$ cat config.mk
export PLATFORM = sky130hd
export DESIGN_NAME = fft_frame_sched
export DESIGN_NICKNAME = d
export VERILOG_FILES = /design/src/rtl/fft_sched_pkg.sv /design/src/rtl/fft_tag_fifo.sv /design/src/rtl/fft_frame_sched.sv
export SDC_FILE = /design/constraint.sdc
export NUM_CORES = 1
export LEC_CHECK = 0
export ABC_AREA = 1
export CORE_ASPECT_RATIO = 1.25
export CORE_MARGIN = 1.5
export CORE_UTILIZATION = 40
export DETAILED_ROUTE_END_ITERATION = 8
export GPL_TIMING_DRIVEN = 0
export PLACE_DENSITY = 0.67
export SLEW_MARGIN = 30
export SYNTH_ARGS = -nofsm -noshare
export SYNTH_HDL_FRONTEND = slang
export SYNTH_SLANG_ARGS = --single-unit
$ cat constraint.sdc
create_clock -name clk -period 5.58 [get_ports clk]
set_input_delay 1.116 -clock clk [delete_from_list [all_inputs] [get_ports clk]]
set_output_delay 1.116 -clock clk [all_outputs]
set_load 0.02 [all_outputs]
$ cat src/rtl/fft_sched_pkg.sv
`default_nettype none
// ============================================================================
// Module  : fft_sched_pkg
// Purpose : Shared types and helpers for the FFT frame scheduler.
//           t_sched_state - scheduler FSM state (IDLE / STREAM)
//           t_src_id      - source ID carried with each frame (1 bit)
//           frame_len()   - samples per frame for a given log2 length
// Revision: 1.0 - initial release
// ============================================================================
package fft_sched_pkg;

    typedef enum logic [0:0] {
        IDLE   = 1'b0,
        STREAM = 1'b1
    } t_sched_state;

    typedef logic t_src_id;

    function automatic int unsigned frame_len(input int unsigned n);
        return 32'd1 << n;
    endfunction

endpackage
`default_nettype wire

$ cat src/rtl/fft_tag_fifo.sv
`default_nettype none
// ============================================================================
// Module  : fft_tag_fifo
// Purpose : Synchronous FIFO of source IDs for frames in flight through the
//           FFT pipeline. Asynchronous active-high reset empties it.
// Ports   : clk, rst          - clock / async reset
//           push, din         - write din when push (a simultaneous pop
//                               frees a slot, so push while full is accepted
//                               only together with pop)
//           pop               - discard head (ignored when empty)
//           head              - oldest entry
//           full, empty       - occupancy flags
// Revision: 1.0 - initial release
// ============================================================================
module fft_tag_fifo
    import fft_sched_pkg::*;
#(
    parameter int DEPTH = 4
)
(
    input  logic    clk,
    input  logic    rst,
    input  logic    push,
    input  t_src_id din,
    input  logic    pop,
    output t_src_id head,
    output logic    full,
    output logic    empty
);

    localparam int PW = (DEPTH > 1) ? $clog2(DEPTH) : 1;
    localparam int CW = $clog2(DEPTH + 1);

    t_src_id       mem_q [DEPTH];
    t_src_id       mem_d [DEPTH];
    logic [PW-1:0] wr_q, wr_d;
    logic [PW-1:0] rd_q, rd_d;
    logic [CW-1:0] cnt_q, cnt_d;
    logic          do_push;
    logic          do_pop;

    // Pointer wrap works for non-power-of-two depths too.
    function automatic logic [PW-1:0] ptr_inc(input logic [PW-1:0] p);
        return (p == PW'(DEPTH - 1)) ? '0 : p + 1'b1;
    endfunction

    assign full    = (cnt_q == CW'(DEPTH));
    assign empty   = (cnt_q == '0);
    assign head    = mem_q[rd_q];
    assign do_pop  = pop & ~empty;
    assign do_push = push & (~full | do_pop);

    always_comb begin
        mem_d = mem_q;
        wr_d  = wr_q;
        rd_d  = rd_q;
        if (do_push) begin
            mem_d[wr_q] = din;
            wr_d        = ptr_inc(wr_q);
        end
        if (do_pop) begin
            rd_d = ptr_inc(rd_q);
        end
        cnt_d = cnt_q + CW'(do_push) - CW'(do_pop);
    end

    always_ff @(posedge clk or posedge rst) begin
        if (rst) begin
            mem_q <= '{default: '0};
            wr_q  <= '0;
            rd_q  <= '0;
            cnt_q <= '0;
        end else begin
            mem_q <= mem_d;
            wr_q  <= wr_d;
            rd_q  <= rd_d;
            cnt_q <= cnt_d;
        end
    end

endmodule
`default_nettype wire

$ cat src/rtl/fft_frame_sched.sv
`default_nettype none
// ============================================================================
// Module  : fft_frame_sched
// Purpose : Shares one radix-2 SDF FFT between two sample sources at frame
//           granularity (2^N samples). Issues start_ip / input mux select,
//           and tags each output frame with the source that supplied it.
// Ports   : clk, rst   - clock / asynchronous active-high reset
//           req[1:0]   - per-source "frame ready" level
//           gnt[1:0]   - one-hot grant, 2^N cycles per frame
//           smp_sel    - FFT input mux select (granted source)
//           start_ip   - pulse on first granted cycle of a frame
//           busy       - streaming or frames in flight
//           op_valid   - high for the 2^N output cycles of a frame
//           op_first   - pulse on first output sample of a frame
//           op_tag     - source ID of the frame at the output
// Config  : FFT_SCHED_ROUND_ROBIN_EN - round-robin arbitration when defined,
//           fixed priority (source 0 wins) otherwise.
// Revision: 1.0 - initial release
// ============================================================================
module fft_frame_sched
    import fft_sched_pkg::*;
#(
    parameter int N         = 3,
    parameter int LAT       = 8,
    parameter int TAG_DEPTH = 4
)
(
    input  logic       clk,
    input  logic       rst,
    input  logic [1:0] req,
    output logic [1:0] gnt,
    output logic       smp_sel,
    output logic       start_ip,
    output logic       busy,
    output logic       op_valid,
    output logic       op_first,
    output logic       op_tag
);

    localparam int unsigned    FRAME_LEN = frame_len(N);
    localparam logic [N-1:0]   LAST_CNT  = N'(FRAME_LEN - 1);

    t_sched_state    state_q, state_d;
    logic [N-1:0]    cnt_q, cnt_d;
    logic [1:0]      gnt_q, gnt_d;
    t_src_id         sel_q, sel_d;
    logic            start_q, start_d;
    logic [LAT-1:0]  dly_q, dly_d;
    logic [N-1:0]    ocnt_q, ocnt_d;
    t_src_id         tag_q, tag_d;

    t_src_id         fifo_head;
    logic            fifo_full;
    logic            fifo_empty;
    t_src_id         winner;
    logic            frame_end;
    logic            grant;

    // Decision points: any IDLE cycle, or the last sample of the current
    // frame (back-to-back). The current frame's tag is already in the FIFO
    // by then, so fifo_full accounts for it.
    assign frame_end = (state_q == STREAM) && (cnt_q == LAST_CNT);
    assign grant     = (req != 2'b00) && !fifo_full &&
                       ((state_q == IDLE) || frame_end);

`ifdef FFT_SCHED_ROUND_ROBIN_EN
    t_src_id last_q, last_d;

    always_comb begin
        if (req == 2'b11) begin
            winner = ~last_q;
        end else begin
            winner = req[1];
        end
        last_d = grant ? winner : last_q;
    end

    // Pointer resets to source 1 so source 0 wins the first contest.
    always_ff @(posedge clk or posedge rst) begin
        if (rst) begin
            last_q <= 1'b1;
        end else begin
            last_q <= last_d;
        end
    end
`else
    assign winner = t_src_id'(~req[0]);
`endif

    always_comb begin
        state_d = state_q;
        cnt_d   = cnt_q;
        gnt_d   = gnt_q;
        sel_d   = sel_q;
        start_d = 1'b0;
        if (state_q == STREAM) begin
            cnt_d = cnt_q + 1'b1;
        end
        if (grant) begin
            state_d = STREAM;
            cnt_d   = '0;
            gnt_d   = winner ? 2'b10 : 2'b01;
            sel_d   = winner;
            start_d = 1'b1;
        end else if (frame_end) begin
            state_d = IDLE;
            cnt_d   = '0;
            gnt_d   = 2'b00;
        end
    end

    // start_ip travels LAT stages; the emerging pulse marks the first output
    // sample. The output counter then holds op_valid for the rest of the
    // frame, and wraps to 0 exactly when a back-to-back op_first reloads it.
    always_comb begin
        dly_d  = LAT'({dly_q, start_q});
        ocnt_d = ocnt_q;
        tag_d  = tag_q;
        if (op_first) begin
            ocnt_d = N'(1);
            tag_d  = fifo_head;
        end else if (ocnt_q != '0) begin
            ocnt_d = ocnt_q + 1'b1;
        end
    end

    always_ff @(posedge clk or posedge rst) begin
        if (rst) begin
            state_q <= IDLE;
            cnt_q   <= '0;
            gnt_q   <= '0;
            sel_q   <= '0;
            start_q <= 1'b0;
            dly_q   <= '0;
            ocnt_q  <= '0;
            tag_q   <= '0;
        end else begin
            state_q <= state_d;
            cnt_q   <= cnt_d;
            gnt_q   <= gnt_d;
            sel_q   <= sel_d;
            start_q <= start_d;
            dly_q   <= dly_d;
            ocnt_q  <= ocnt_d;
            tag_q   <= tag_d;
        end
    end

    fft_tag_fifo #(
        .DEPTH (TAG_DEPTH)
    ) u_tag_fifo (
        .clk   (clk),
        .rst   (rst),
        .push  (start_q),
        .din   (sel_q),
        .pop   (op_first),
        .head  (fifo_head),
        .full  (fifo_full),
        .empty (fifo_empty)
    );

    assign gnt      = gnt_q;
    assign smp_sel  = sel_q;
    assign start_ip = start_q;
    assign op_first = dly_q[LAT-1];
    assign op_valid = op_first | (ocnt_q != '0);
    // Head is shown directly on op_first so the tag is valid from the first
    // output sample; the register holds it for the remainder of the frame.
    assign op_tag   = op_first ? fifo_head : tag_q;
    assign busy     = (state_q == STREAM) | ~fifo_empty;

endmodule
`default_nettype wire

==> results.toml, run 1 <==
[outcome]
status = "completed"

[cells_and_area]
n_fill_cell = 317
syn_to_final_growth_pct = 18.1
antennaDiodeCount = 0
fin_nets = 183
drive_gt1_share_pct = 7.14
final_cell_mix = "nand2_1 (43), dfrtp_1 (31), inv_1 (24), nand3_1 (15)"
layout_commonest_cell = "nand2_1"

[worst_hold_path]
min_from = "dly_q[4]"
min_to = "dly_q[5]"
hold_depth = 0
hold_class = "flip-flop to flip-flop"

[clocking]
cts_root_buf = "clkbuf_8"
cts_buffers = 5
h-tree-depth = 2
tritoncts = "built"
cts_buffer_depth = 2
cts_repair_resize_count = 0
clk_pin_slew_ps = 60
cts_sinks = 31
cts_hold_buf = 0
post_cts_buffers = 0
clk_latency_ps = 280

[sta]
max_freq_mhz = 358
post-route-period-util_pct = 50.1
fin_setup_tns_ps = 0
setup_viol_count_final = 0
period_needed_ps = 2800
worstMarginPinSlew_ps = 616
final-hold-violation-count = 0
relSlewSlack_pct = 58.9
rsz0062_at_grt = "no"
fin_worst_skew_ps = 4.57
drv_slew = 0

[place]
gp_congestion = 0.715
io_buffers = 11
dp.final_hpwl_um = 1700

[detailed_routing]
drtIter0Drc = 28
wl_per_cell_um = 11.1
via_per_inst = 4.88
ant_nets = 0
drt_wl_total_um = 2280
drc = 0
vias = 1001
first_pass_iters = 4

[synthesis]
yosys.area.top_type_share_pct = 54.9
ys_ff_latch = 31
syn-num-nets = 165
ys_warn_count = 0
avgSynthCellArea_um2 = 9.49
syn_inst = 149
synth_area_leaders = "dfrtp_1 (55%), nand2_1 (11%), ha_1 (9.7%)"
yosysTopAreaCell = "dfrtp_1"
synth_area_mm2 = 0.00141
synth_cell_types = 17
yosysSeqAreaShare_pct = 54.9

[power]
clockPowerShare_pct = 20.2
switching_share_pct = 37.5
power.total_uw = 938
p_seq_share_pct = 41.6
p_int_uw = 586
total_leakage_power_nw = 0.885
ir_drop_uv = 291
p_switching_uw = 352
p_comb_share_pct = 38.2
powerDensity_mw_per_mm2 = 562

[global_routing]
grt_pass1_wl_um = 4140
grt_pass1_vias = 989
grt_use_total_pct = 14.0
grt-ovfl-total = 0
antenna_found_initial = 0
grt_max_degree = 32

[critical_path]
critical_path_arrival_ps = 1680
path_class = "flip-flop to primary output"
worstSetupEndpointType = "primary output"
rrSetupSlack_ps = 3580
r2r_cells = 10
startpoint_type = "flip-flop"
cp.required_ps = 4460
path_max_fanout = 5
r2r-start = "u_tag_fifo.cnt_q[1]"
r2r_end = "u_tag_fifo.cnt_q[2]"

[floorplan]
boundaryPins = 12
rows = 23
core-area_mm2 = 0.00328
die_y_um = 69.5
dieArea_mm2 = 0.00390
initial_utilization_pct = 43.1
die_w_um = 56.2

[job]
maxCapViolations = 0
layer usage:
layer  global-route usage (%)  wire length [um]  vias up  part of all wire, %
met5                        0                 0        -                    0
li1                         -                 -      504                    -
met3                     5.60               106        5                  4.7
met1                     15.8              1030      474                   45
met4                     8.73                57        0                  2.5
met2                     21.8              1090       18                   48
state kept, by name (all words and copies together) (netlist names):
register and cells:
cnt_q 3, dly_q 8, gnt 2, ocnt_q 3, smp_sel 1, start_ip 1
state_q 1, tag_q 1, u_tag_fifo.cnt_q 3, u_tag_fifo.mem_q 4, u_tag_fifo.rd_q 2, u_tag_fifo.wr_q 2
power by group through the flow:
stage	combinational (mW)	sequential (mW)	clock, mW
after floorplan	0.249	0.396	0
after global placement	0.347	0.389	0
after detailed placement	0.363	0.395	0
after CTS	0.364	0.392	0.197
after global routing	0.419	0.401	0.207
final	0.359	0.390	0.189
through the flow:
stage                     cells  hold slack (ps)  area [um2]  utilization, %  worst slack, ps
after floorplan             149              331        1410               -             3590
after global placement      197              335        1570            47.9             3090
after detailed placement    197              336        1570            47.9             3070
after CTS                   205              355        1670            50.9             2760
after global routing        205              356        1670            50.9             2630
final                       205              352        1670            50.9             2780
cell usage after synthesis (all sizes together):
library cell,n
nand2,44
dfrtp,31
inv,25
nand3,16
ha,11
nand4,6
o21ai,6
nor2,3
xnor2,2
a21oi,1
clkbuf,1
fa,1
nand3b,1
or2,1
worst max-delay path by stage:
| stage | slack, ps | from | endpoint |
|---|---|---|---|
| after global placement | 3090 | u_tag_fifo.rd_q[0] | op_tag |
| final | 2780 | u_tag_fifo.rd_q[0] | op_tag |
| after global routing | 2630 | u_tag_fifo.rd_q[0] | op_tag |
| after detailed placement | 3070 | u_tag_fifo.rd_q[0] | op_tag |
| after CTS | 2760 | u_tag_fifo.rd_q[0] | op_tag |
| after floorplan | 3590 | dly_q[7] | op_tag |
cell type report:
type                       instances  area, um2  area share [%]
buffer                             1       3.75           0.225
clock buffer                       8        100            5.99
inverter                          25       93.8            5.62
multi-input combinational         92        541            32.4
sequential                        31        776            46.4
tap                               37       46.3            2.77
timing repair buffer              11        110            6.59
kinds of logic after synthesis:
| logic type | after synthesis | synth area share, % |
|---|---|---|
| buffers and inverters | 26 | 6.90 |
| xor gates and xnor gates | 2 | 1.24 |
| and+or+nand+nor | 71 | 23.4 |
| AOI/OAI and AO/OA | 7 | 2.48 |
| adders and majority gates | 12 | 11.2 |
| DFF | 31 | 54.9 |
critical path, cell delays in order, from the launching register on:
cell	delay (ps)
dfrtp_1	410
inv_1	80
nand2_1	70
nand3b_1	70
nand2_1	60
nand2_1	40
nand2_1	70
clkdlybuf4s50_1	600
Note: power is estimated with default switching activity, not from simulation.
==> run 2, diff against run 1 <==
- PLACE_DENSITY: 0.67 -> 0.69
- clock period: 5.58 -> 2.5 ns (I/O delays scaled with it)
==> results.toml, run 2 (same netlist as run 1, synthesis figures left out) <==
[critical_path]
worstSetupEndpointType = "primary output"
path_max_fanout = 5
worst_path_max_delay_cell = "clkdlybuf4s50_1"
r2r-start = "u_tag_fifo.cnt_q[1]"
startpoint_type = "flip-flop"
cpMostUsedCell = "nand2_1"
worst-path-buf-inv = 2
cp_cell_sequence = "inv_1 > nand2_1 > nand3b_1 > nand2_1 > nand2_1 > nand2_1 > clkdlybuf4s50_1"
crit_family = "buffers and inverters"
path_class = "flip-flop to primary output"
cp.required_ps = 2000
cp-startpoint = "u_tag_fifo.rd_q[0]"
critical_path_arrival_ps = 1700
critPathMaxStageDelay_ps = 600

[sta]
worstMarginPinSlew_ps = 617
drv_slew = 0
setup_ws_ps = 305
relSlewSlack_pct = 58.8
final-hold-violation-count = 0
fin_worst_skew_ps = 5.34
hold_ws_ps = 350
period_needed_ps = 2200
max_freq_mhz = 456
rsz0062_at_grt = "no"
fin_setup_tns_ps = 0
post-route-period-util_pct = 87.8
setup_viol_count_final = 0

[cells_and_area]
top_regs = "dly_q: 8 flops, u_tag_fifo.mem_q: 4 flops"
top_register = "dly_q"
stdcell_count = 205
layout_commonest_cell = "nand2_1"
syn_to_final_growth_pct = 19.4
final_cell_mix = "nand2_1 (43), dfrtp_1 (31), inv_1 (24), nand3_1 (15)"
fin_util_pct = 51.4
drive_gt1_share_pct = 7.74
antennaDiodeCount = 0
fin_nets = 183
stdcell_area_mm2 = 0.00169
largest_register_ff_count = 8

[place]
dp.final_hpwl_um = 1780
dpl_cell_area_mm2 = 0.00157
gp_congestion = 0.748
dp_slack_ps = 474
io_buffers = 11
dp_cells = 197

[power]
powerDensity_mw_per_mm2 = 1300
power.total_mw = 2.20
total_leakage_power_nw = 0.895
ir_drop_uv = 751

[floorplan]
initial_utilization_pct = 43.1
die_y_um = 69.5
core-area_mm2 = 0.00328
rows = 23
die_w_um = 56.2
boundaryPins = 12
dieArea_mm2 = 0.00390

[clocking]
cts_repair_resize_count = 0
cts_hold_buf = 0
cts_buffer_depth = 2
cts_root_buf = "clkbuf_8"
cts_buffers = 5
clk_latency_ps = 290
clk_pin_slew_ps = 70
post_cts_buffers = 0
cts_sinks = 31
tritoncts = "built"
h-tree-depth = 2

[detailed_routing]
wl_per_cell_um = 11.9
first_pass_iters = 4
via_per_inst = 4.90
ant_nets = 0
vias = 1004
drtIter0Drc = 29
drt_wl_total_um = 2430
drc = 0

[global_routing]
grt_pass1_wl_um = 4580
antenna_found_initial = 0
grt_pass1_vias = 1067
grt-ovfl-total = 0
grt_use_total_pct = 15.3
grt_max_degree = 32

[job]
maxCapViolations = 0

[worst_hold_path]
min_from = "dly_q[1]"
hold_class = "flip-flop to flip-flop"

[outcome]
status = "completed"
-- run 2: cell type report --
type                       instances  area (um2)
fill                             321        1590
sequential                        31         776
multi-input combinational         92         541
timing repair buffer              11         110
inverter                          25        93.8
clock buffer                       6        82.6
tap                               37        46.3
clock inverter                     2        35.0
buffer                             1        3.75
-- run 2: path summary, 6_finish.rpt --
check	to	slack (ps)	cells past startpoint
worst max register to register	u_tag_fifo.cnt_q[1]	460	10
worst min register to register	dly_q[2]	350	0
worst max-delay path	op_tag	300	7
worst min-delay path	dly_q[2]	350	0
max in group asynchronous	u_tag_fifo.mem_q[3]	1480	2
min in group asynchronous	dly_q[7]	600	2
-- run 2: power breakdown --
group	leakage (nW)	internal (mW)	switching, mW
clock	0.0612	0.322	0.189
combinational	0.439	0.348	0.472
sequential	0.395	0.714	0.156
total	0.895	1.38	0.817
-- run 2: worst reg2reg max path: stages, from the launching register on --
cell and delay (ps):
dfrtp_1 450, nor2_4 190, nand2_1 80, nand2_1 80, inv_1 80, ha_1 300, inv_1 60, ha_1 120
inv_1 50, fa_1 470, inv_1 50
-- run 2: layer usage --
layer  wire (um)  global-route usage (%)  part of all wire, %
met1        1020                    16.9                   42
met2        1210                    25.2                   50
met3         115                    5.97                  4.7
met4          85                    7.67                  3.5
met5           0                       0                    0
==> variant: new RTL, settings of run 1 <==
`TAG_DEPTH`: 4 -> 8.
--- a/src/rtl/fft_frame_sched.sv
+++ b/src/rtl/fft_frame_sched.sv
@@ -24,3 +24,3 @@
     parameter int LAT       = 8,
-    parameter int TAG_DEPTH = 4
+    parameter int TAG_DEPTH = 8
 )
Function: no difference found for any inputs over 10 cycles, from zero or initial values and one cycle with rst high; that may be too few to reach the edited logic, so the function may still have changed.
==> variant against run 1 <==
  * Hold slack got worse by 0.0045 ns
  * Worst setup slack got worse by 0.23 ns
  * Routed wire length is 40% higher
  * Largest power group is now combinational cells
  * Sequential cell count is 7 higher
  * Total power grew 25%
  * Die area up 30%
  * Cell area up 29%
  * Combinational power grew 40%
  * Sequential power is 22% higher
  * Area after synthesis up 31%
  * First-iteration DRC count up 11%
  * Core utilization shrank 2.3 points
==> variant: results (changes against run 1) <==
largest net degree at the start of global routing 30 (-6.3%); crit path DAT 1.91 ns (+0.23 ns); first-pass GRT wire length 5685 um (+37%); sequential cell power 0.474 mW (+22%); Hold Slack 0.3478 ns (-0.004531 ns); Worst IR Drop VDD 0.2396 mV (-18%); final std cells w/o fill 285 (+39%); routing usage on met1 17.60% (+1.8 points); Seq/Total Area, Yosys 51.28% (-3.6 points); placed cells 277 (+41%); Detailed Place HPWL 2390 um (+41%); FF+latch count 38 (+23%); fraction of area in multi-input gates 34.88% (+2.5 points); Register Area 950.9 um^2 (+23%); # fillers 418 (+32%); Slew @ Worst Pin 0.4061 ns (-0.2098 ns); signal buffers share of area 7.209% (+0.39 points); placed inst area 0.002057 mm^2 (+31%); met3 WL 89 um (-16%); largest cells by area after synthesis dfrtp_1, nand2_1, ha_1; Flop pwr share 40.4% (-1.2 points); reg-to-reg critical path startpoint u_tag_fifo.cnt_q[2]; clk cell area share 4.419% (-1.6 points); status complete, no violations; synth cell count leaders nand2_1, dfrtp_1, inv_1; met3 usage 3.541% (-2.1 points); Hold Startpoint dly_q[2]; mapped cell area 0.001854 mm^2 (+31%)
-- variant: cell types whose count changed after synthesis, moves of 2 or more --
cell and change:
buf_2 +2, nand3_1 +3, dfrtp_1 +7, nand4_1 +3
nor3_1 +8, a21oi_1 +2, nor2_1 +5, nand2_1 +10
inv_2 +4, inv_1 +5, ha_1 +3
-- variant: worst reg2reg max path, delay by kind of cell, from the launching register on --
kind | cells | cell delay (ns)
buffers and inverters | 5 | 0.40
DFF | 1 | 0.36
and+or+nand+nor | 2 | 0.19
adders and majority gates | 4 | 1.14
-- variant: how the worst max path moves through the flow --
stage	slack, ns	from	cells past startpoint	endpoint
floorplan	3.51	u_tag_fifo.rd_q[0]	7	op_tag
global placement	2.74	rst	2	gnt[1]
detailed placement	2.85	u_tag_fifo.rd_q[0]	8	op_tag
CTS	2.52	u_tag_fifo.rd_q[0]	8	op_tag
global route	2.42	u_tag_fifo.rd_q[0]	8	op_tag
finish	2.55	u_tag_fifo.rd_q[0]	8	op_tag
